## src/rtl/sprite_rom_fetch_if.sv

```systemverilog
// sprite_rom_fetch_if: 16-bit burst SDRAM controller channel.
// master = fetch adapter side, slave = controller side.
interface sprite_rom_fetch_if;
   logic [24:0] ram_addr;
   logic        ram_req;
   logic        ram_refresh;
   logic        ram_ack;
   logic        ram_valid;
   logic [15:0] ram_data;

   modport master (
      output ram_addr, ram_req, ram_refresh,
      input  ram_ack, ram_valid, ram_data
   );

   modport slave (
      input  ram_addr, ram_req, ram_refresh,
      output ram_ack, ram_valid, ram_data
   );
endinterface

```

## src/rtl/sprite_rom_fetch.sv

```systemverilog
// sprite_rom_fetch: renderer sprite-ROM port to 4-beat SDRAM bursts.
// Optional hit cache: define SPRITE_FETCH_CACHE_EN.
module sprite_rom_fetch #(
   parameter int BURST_LEN = 4
) (
   input  logic                      clk_ram,
   input  logic                      reset,
   input  logic                      req,
   input  logic [24:0]               addr,
   input  logic                      refresh,
   input  logic                      flush,
   output logic [63:0]               data,
   output logic                      rdy,
   output logic                      overrun,
   sprite_rom_fetch_if.master        ram
);

   generate
      if (BURST_LEN != 4) begin : g_bad_len
         $error("sprite_rom_fetch: BURST_LEN must be 4");
      end
   endgenerate

   typedef enum logic [2:0] {
      IDLE, ISSUE, BURST, DONE, REFRESH
   } state_t;

   state_t      state, state_n;
   logic        req_q, refresh_q;
   logic        req_edge, refresh_edge;
   logic        slot_v;
   logic [21:0] slot_tag;
   logic        ref_pend;
   logic        hit_pend;
   logic        hit;
   logic [1:0]  beat;
   logic [47:0] asm_q;
   logic [21:0] addr_q;
   logic        take_fetch, take_hit;
   logic        fetch_ack, beat_en, beat_last;
   logic        ref_done;

   assign req_edge     = req & ~req_q;
   assign refresh_edge = refresh & ~refresh_q;

   always_ff @(posedge clk_ram) begin
      if (reset) state <= IDLE;
      else       state <= state_n;
   end

   always_comb begin
      state_n         = state;
      take_fetch      = 1'b0;
      take_hit        = 1'b0;
      fetch_ack       = 1'b0;
      beat_en         = 1'b0;
      beat_last       = 1'b0;
      ref_done        = 1'b0;
      ram.ram_req     = 1'b0;
      ram.ram_refresh = 1'b0;
      ram.ram_addr    = {addr_q, 3'b000};
      unique case (state)
         IDLE: begin
            if (slot_v) begin
               take_fetch = 1'b1;
               state_n    = ISSUE;
            end else if (hit_pend) begin
               take_hit = 1'b1;
               state_n  = DONE;
            end else if (ref_pend) begin
               state_n = REFRESH;
            end
         end
         ISSUE: begin
            ram.ram_req = 1'b1;
            if (ram.ram_ack) begin
               fetch_ack = 1'b1;
               state_n   = BURST;
            end
         end
         BURST: begin
            if (ram.ram_valid) begin
               beat_en = 1'b1;
               if (beat == 2'd3) begin
                  beat_last = 1'b1;
                  state_n   = DONE;
               end
            end
         end
         DONE: state_n = IDLE;
         REFRESH: begin
            ram.ram_refresh = 1'b1;
            if (ram.ram_ack) begin
               ref_done = 1'b1;
               state_n  = IDLE;
            end
         end
         default: state_n = IDLE;
      endcase
   end

   // A consumed slot being refilled in the same cycle loses nothing.
   always_ff @(posedge clk_ram) begin
      if (reset) begin
         req_q     <= 1'b0;
         refresh_q <= 1'b0;
         slot_v    <= 1'b0;
         slot_tag  <= '0;
         ref_pend  <= 1'b0;
         hit_pend  <= 1'b0;
         overrun   <= 1'b0;
         addr_q    <= '0;
      end else begin
         req_q     <= req;
         refresh_q <= refresh;
         if (take_fetch) begin
            slot_v <= 1'b0;
            addr_q <= slot_tag;
         end
         if (req_edge && !hit) begin
            slot_v   <= 1'b1;
            slot_tag <= addr[24:3];
            if (slot_v && !take_fetch) overrun <= 1'b1;
         end
         if (take_hit) hit_pend <= 1'b0;
         if (hit)      hit_pend <= 1'b1;
         if (ref_done)          ref_pend <= 1'b0;
         else if (refresh_edge) ref_pend <= 1'b1;
      end
   end

   always_ff @(posedge clk_ram) begin
      if (reset) begin
         beat  <= 2'd0;
         asm_q <= '0;
         data  <= '0;
         rdy   <= 1'b0;
      end else begin
         rdy <= beat_last | take_hit;
         if (fetch_ack) beat <= 2'd0;
         if (beat_en) begin
            beat <= beat + 2'd1;
            unique case (beat)
               2'd0:    asm_q[15:0]  <= ram.ram_data;
               2'd1:    asm_q[31:16] <= ram.ram_data;
               2'd2:    asm_q[47:32] <= ram.ram_data;
               default: ;
            endcase
         end
         if (beat_last) data <= {ram.ram_data, asm_q};
      end
   end

`ifdef SPRITE_FETCH_CACHE_EN
   // data already holds the last completed line, so only the tag is kept.
   logic        cache_v;
   logic [21:0] cache_tag;
   logic        unused_lsb;

   assign unused_lsb = ^addr[2:0];
   assign hit = req_edge && cache_v && (state == IDLE)
              && !slot_v && (addr[24:3] == cache_tag);

   always_ff @(posedge clk_ram) begin
      if (reset) begin
         cache_v   <= 1'b0;
         cache_tag <= '0;
      end else if (flush) begin
         cache_v <= 1'b0;
      end else if (beat_last) begin
         cache_v   <= 1'b1;
         cache_tag <= addr_q;
      end
   end
`else
   logic unused_lsb;

   assign unused_lsb = ^{addr[2:0], flush};
   assign hit        = 1'b0;
`endif

endmodule

```

## src/flat_wrapper.sv

```systemverilog
// flat-port wrapper written by rule: the top's interface ports become plain ports
module sprite_rom_fetch_flat 
#(
   parameter int BURST_LEN = 4
)
  (clk_ram, reset, req, addr, refresh, flush, data, rdy, overrun, ram_ram_addr, ram_ram_req, ram_ram_refresh, ram_ram_ack, ram_ram_valid, ram_ram_data);
  sprite_rom_fetch_if ram_i ();
  input  logic clk_ram;
  input  logic reset;
  input  logic req;
  input  logic [24:0] addr;
  input  logic refresh;
  input  logic flush;
  output logic [63:0] data;
  output logic rdy;
  output logic overrun;
  output wire logic [$bits(ram_i.ram_addr)-1:0] ram_ram_addr;
  output wire logic [$bits(ram_i.ram_req)-1:0] ram_ram_req;
  output wire logic [$bits(ram_i.ram_refresh)-1:0] ram_ram_refresh;
  input wire logic [$bits(ram_i.ram_ack)-1:0] ram_ram_ack;
  input wire logic [$bits(ram_i.ram_valid)-1:0] ram_ram_valid;
  input wire logic [$bits(ram_i.ram_data)-1:0] ram_ram_data;
  assign ram_ram_addr = ram_i.ram_addr;
  assign ram_ram_req = ram_i.ram_req;
  assign ram_ram_refresh = ram_i.ram_refresh;
  assign ram_i.ram_ack = ram_ram_ack;
  assign ram_i.ram_valid = ram_ram_valid;
  assign ram_i.ram_data = ram_ram_data;
  sprite_rom_fetch #(.BURST_LEN(BURST_LEN)) u_core (.clk_ram(clk_ram), .reset(reset), .req(req), .addr(addr), .refresh(refresh), .flush(flush), .data(data), .rdy(rdy), .overrun(overrun), .ram(ram_i));
endmodule
```

## config.mk

```make
export PLATFORM = sky130hd
export DESIGN_NAME = sprite_rom_fetch_flat
export DESIGN_NICKNAME = d
export VERILOG_FILES = /design/src/rtl/sprite_rom_fetch_if.sv /design/src/rtl/sprite_rom_fetch.sv /design/src/flat_wrapper.sv
export SDC_FILE = /design/constraint.sdc
export NUM_CORES = 1
export LEC_CHECK = 0
export ABC_AREA = 0
export BUFFER_PORTS_ARGS = -buffer_cell sky130_fd_sc_hd__buf_4
export CAP_MARGIN = 20
export CELL_PAD_IN_SITES_DETAIL_PLACEMENT = 0
export CELL_PAD_IN_SITES_GLOBAL_PLACEMENT = 1
export CORE_MARGIN = 2
export CORE_UTILIZATION = 28
export DETAILED_ROUTE_END_ITERATION = 16
export MAX_ROUTING_LAYER = met4
export PLACE_DENSITY_LB_ADDON = 0.1
export REMOVE_ABC_BUFFERS = 1
export SLEW_MARGIN = 20
export SYNTH_ARGS = -nofsm -noshare
export SYNTH_HDL_FRONTEND = slang
export SYNTH_SLANG_ARGS = --single-unit
```

## constraint.sdc

```tcl
create_clock -name clk_ram -period 3 [get_ports clk_ram]
set_input_delay 0.3 -clock clk_ram [delete_from_list [all_inputs] [get_ports clk_ram]]
set_output_delay 0.3 -clock clk_ram [all_outputs]
set_load 0.02 [all_outputs]
```

### Word-level counts from Yosys, hierarchy flattened

Cells that the tools add are included.

| operators by class | value |
|---|---|
| add/sub/neg operators | 1 |
| equal/unequal tests | 11 |
| mux-type cells | 23 |
| bitwise operators | 4 |
| reductions and logical operators | 12 |

Operator list:

| cell | number |
|---|---|
| two-way mux 3 bit | 6 |
| two-way mux 1 bit | 14 |
| one-hot mux 3 bit (4 select lines) | 1 |
| AND reduction 2 bit | 4 |
| != test 2 bit (second input constant) | 3 |
| AND reduction 5 bit | 1 |
| == test 2 bit (second input constant) | 2 |
| two-way mux 2 bit | 2 |
| nonzero test 2 bit | 2 |
| == test 3 x 1 -> 1 bit (second input constant) | 1 |
| == test 3 x 2 -> 1 bit (second input constant) | 1 |
| == test 3 bit (second input constant) | 1 |
| logical NOT 3 bit | 1 |
| != test 3 x 1 -> 1 bit (second input constant) | 1 |
| adder 2 x 1 -> 2 bit (second input constant) | 1 |
| AND 1 bit | 2 |
| == test 2 x 1 -> 1 bit (second input constant) | 1 |
| logical NOT 2 bit | 1 |
| != test 2 x 1 -> 1 bit (second input constant) | 1 |
| NOT 1 bit | 2 |
| OR reduction 2 bit | 1 |
| logical AND 1 bit | 1 |
| logical NOT 1 bit | 1 |

| storage, ports and cells | value |
|---|---|
| register bits | 167 |
| output and inout port bits | 93 |
| logic and storage cells | 65 |

### Longest topological paths before layout

| depth | value |
|---|---|
| depth in word-level cells | 5 |
| gate-level depth with buffers | 6 |
| mapped depth without buffers | 4 |

### Least setup slack after synthesis

Ideal clock, no wire load.

| timing | value |
|---|---|
| path type | register to register |
| from | register u_core.state[2] |
| to | register u_core.addr_q[12] |
| setup time | 0.132 ns |
| data arrival time | 1.352 ns |
| required time | 2.868 ns |
| path slack | 1.515 ns |
| stages on the path, launching flop included | 7 |
| path buffers | 3 |
| clock period less this slack | 1.485 ns |
| cell sequence | dfxtp_1 > buf_2 > or4b_1 > clkbuf_1 > buf_2 > nand2_1 > a21oi_1 |

| on the way | value |
|---|---|
| longest elaborated chain between the ends | 2 |

RTL lines:

| item | RTL line | text |
|---|---|---|
| start: declaration | sprite_rom_fetch.sv:28 | `state_t state, state_n;` |
| start signal: assignment | sprite_rom_fetch.sv:48 | `else state <= state_n;` |
| logical NOT 3 bit | sprite_rom_fetch.sv:62 | `unique case (state)` |
| two-way mux 1 bit | sprite_rom_fetch.sv:62 |  |
| end signal: assignment | sprite_rom_fetch.sv:118 | `addr_q <= slot_tag;` |
| end: declaration | sprite_rom_fetch.sv:38 | `logic [21:0] addr_q;` |

No other way between the ends.
A chain may end at the register's enable or synchronous reset.

### Worst setup path in the final report

| timing | value |
|---|---|
| from | register u_core.state[1] |
| to | register u_core.data[43] |

| on the way | value |
|---|---|
| longest elaborated chain between the ends | 2 |

RTL lines:

| item | RTL line | text |
|---|---|---|
| == test 3 x 2 -> 1 bit | sprite_rom_fetch.sv:62 |  |
| two-way mux 1 bit | sprite_rom_fetch.sv:62 |  |
| end signal: assignment | sprite_rom_fetch.sv:150 | `if (beat_last) data <= {ram.ram_data, asm_q};` |
| end: declaration | sprite_rom_fetch.sv:12 | `output logic [63:0] data,` |

No other way between the ends.

==> key figures <==
Power
  – Logic pwr share: 5.1%
  – Leakage: 3.691 nW
  – Sw power: 1.051 mW
  – P_int: 3.662 mW
  – Share of power burned in the clock network: 46.7%
  – Power Density: 576.3 nW/um2
  – VDD IR-drop max: 311.8 uV
  – Overall power: 4.714 mW
  – Sw frac: 22.31%
  – Reg power frac: 48.2%

Timing
  – Final Hold Vio Count: 0
  – Setup TNS: 0 ns
  – Clock skew after layout: 0.01099 ns
  – Slew @ Worst Pin: 0.9778 ns
  – Fin crit share: 71.00%
  – Fin crit period: 2.130 ns
  – # setup viols final: 0
  – Slew margin rel.: 34.82%
  – Slew Viols, Final: 0
  – RSZ-0062 raised after global routing: no
  – Max Fclk: 0.4695 GHz

Routing
  – Wire per inst: 14.57 um
  – Initial DRC Count: 179
  – DRC Markers: 0
  – Drt pass-1 iters: 4
  – Via/cell ratio: 4.325
  – DRT Wirelength: 15,200 um
  – Remaining antenna violation count: 0
  – Via count: 4,511

Yosys
  – Synth Area per Inst: 10.11 um2
  – Mapped Cells: 631
  – Synth Warn #: 0
  – Unique masters post-synth: 29
  – Flops & latches, synth: 167
  – Post-synthesis sequential area ratio: 52.42%
  – Synthesized cell area: 6377 um2

Clock tree
  – H-tree levels: 4
  – Post-CTS setup buffers: 0
  – Cts bufs inserted: 17
  – Worst-case clock buffer depth: 2
  – Clk sinks: 167
  – # hold bufs at CTS: 0
  – Skew-Pair Late Insertion Delay: 0.42 ns
  – CTS clock-pin slew for the worst setup and hold paths: 0.06 ns
  – Post-CTS sizing: 0
  – CTS tree: built
  – Root Buffer: clkbuf_16

Floorplanning
  – Starting Density: 28.34%
  – Site row count: 55
  – Die W: 154.9 um
  – Die Y: 154.9 um
  – Die Area: 24,000 um2
  – IO Pins: 141
  – Core ar.: 22,500 um2

Global routing
  – Initial antenna violation count: 0
  – Gr ovfl total: 0
  – Largest net degree at the start of global routing: 88
  – Vias in the first global route: 4,477
  – First-pass GRT wire length: 23,900 um
  – Total GRT Usage: 13.22%

Cells and area
  – Commonest non-fill, non-tap cells in the layout: dfxtp_1, buf_4, nand2b_1
  – Most common cell after layout, fill and taps aside: dfxtp_1
  – Sequential cell area: 3343 um2
  – Multi-input gate area: 2799 um2
  – Finished Cell Area: 8179 um2
  – Antenna cell count: 0
  – Non-Filler Instances: 1,043
  – Area delta synth->final: 28.25%
  – Core Util, Final: 36.35%
  – FILL cells: 2,243
  – Layout cell share with drive strength beyond 1: 23.35%
  – Total Nets Final: 799

Critical path
  – Worst EP arrival: 2.43 ns
  – RR Endpoint: u_core.data[43]
  – RR Startpoint: u_core.state[1]
  – Startpoint Class: register
  – Worst reg-to-reg path cell count: 4
  – Crit path capture type: register
  – R2r setup slk: 0.87 ns
  – Required time of the critical path: 3.30 ns
  – Max FO, Critical Path: 26
  – Crit path kind: register to register

Min path
  – Worst hold start: ram_ram_ack
  – Hold crit path type: input pin to register
  – Worst hold stages: 2
  – WHS Endpoint: u_core.ref_pend

Placement
  – DP HPWL: 9470 um
  – Gp weighted congestion: 0.6919
  – Placed Instances: 1,012
  – Post-DP Area: 7582 um2
  – PortBufs: 133

Flow run
  – Max-cap violations: 0

Status
  – Outcome: complete, no violations
[power groups by stage]
stage	Clock, mW	Sequential (mW)	Combinational [mW]
final	2.20	2.27	0.241
after detailed placement	0	2.32	0.242
after global routing	2.36	2.27	0.264
after CTS	2.28	2.27	0.243
after global placement	0	2.32	0.239
after floorplan	0	2.32	0.107
[logic make-up (layout without fill, tap and decap cells)]
| family | after synthesis | in the layout | share of synthesized area (%) |
|---|---|---|---|
| AOI/OAI and AO/OA | 54 | 54 | 4.454 |
| adders and majority gates | 4 | 4 | 0.7848 |
| buffers and inverters | 49 | 174 | 3.963 |
| DFF | 167 | 167 | 52.42 |
| muxes | 112 | 112 | 17.58 |
| other | 1 | 3 | 0.05880 |
| and+or+nand+nor | 244 | 244 | 20.74 |
[worst max path at each step]
stage / slack [ns] / endpoint / startpoint / cells past startpoint
floorplan: 0.98 / u_core.data[0] / u_core.state[0] / 3
global placement: 0.91 / u_core.data[8] / u_core.state[1] / 4
detailed placement: 0.87 / u_core.data[46] / u_core.state[1] / 4
CTS: 0.85 / u_core.data[41] / u_core.state[1] / 4
global route: 0.71 / u_core.data[43] / u_core.state[1] / 4
finish: 0.87 / u_core.data[43] / u_core.state[1] / 4
[registers in the layout, summed over array words and instances, names as in the netlist]
signal,cells
u_core.rdy,1
u_core.state,3
u_core.addr_q,22
u_core.data,64
u_core.req_q,1
u_core.asm_q,48
u_core.slot_v,1
u_core.overrun,1
u_core.slot_tag,22
u_core.beat,2
u_core.refresh_q,1
u_core.ref_pend,1
[worst max-delay path, stage by stage (launching register included)]
cell	delay, ns
dfxtp_1	0.51
and4bb_1	0.50
nand2_2	0.49
buf_12	0.37
mux2i_1	0.14
[stage by stage]
stage / hold WS, ns / setup WS [ns]
after floorplan: 0.3691 / 0.9774
after global placement: 0.4364 / 0.9121
after detailed placement: 0.4447 / 0.8657
after CTS: 0.07601 / 0.8523
after global routing: 0.09205 / 0.7068
final: 0.1007 / 0.8701
[cells in the mapped netlist (all sizes together)]
| master | n | area [um2] |
|---|---|---|
| inv | 4 | 15.01 |
| dfxtp | 167 | 3343 |
| a21oi | 49 | 245.2 |
| a211oi | 2 | 15.01 |
| nand3b | 2 | 15.01 |
| o31ai | 1 | 7.510 |
| nand2b | 131 | 819.5 |
| nor4 | 1 | 6.260 |
| or4b | 1 | 10.01 |
| conb | 1 | 3.750 |
| nor3b | 2 | 15.01 |
| and4bb | 1 | 12.51 |
| o21ba | 1 | 10.01 |
| buf | 17 | 132.6 |
| or3 | 1 | 6.260 |
| ha | 4 | 50.05 |
| or2 | 1 | 6.260 |
| nor2b | 3 | 18.77 |
| nor4b | 1 | 15.01 |
| mux2i | 112 | 1121 |
| a31oi | 1 | 6.260 |
| nor2 | 3 | 11.26 |
| nand2 | 94 | 362.8 |
| and2 | 2 | 12.51 |
| clkbuf | 28 | 105.1 |
| nand4bb | 1 | 11.26 |
[layer usage]
metal / GRT usage [%] / vias up / share of wire, % / wire (um)
li1: - / 2297 / - / -
met1: 17.08 / 2105 / 49 / 7462
met2: 20.19 / 91 / 45 / 6881
met3: 3.315 / 18 / 4.2 / 631
met4: 4.630 / 0 / 1.5 / 221
met5: - / - / 0 / 0
[final cells by class]
class	count	share of cell area, %
Timing Repair Buffer	140	13.25
Sequential cell	167	40.88
Clock buffer	18	5.247
Tap cell	285	4.360
Clock inverter	12	1.866
Inverter	4	0.1836
Multi-Input combinational cell	417	34.22
Power figures use the tool's default switching activity.
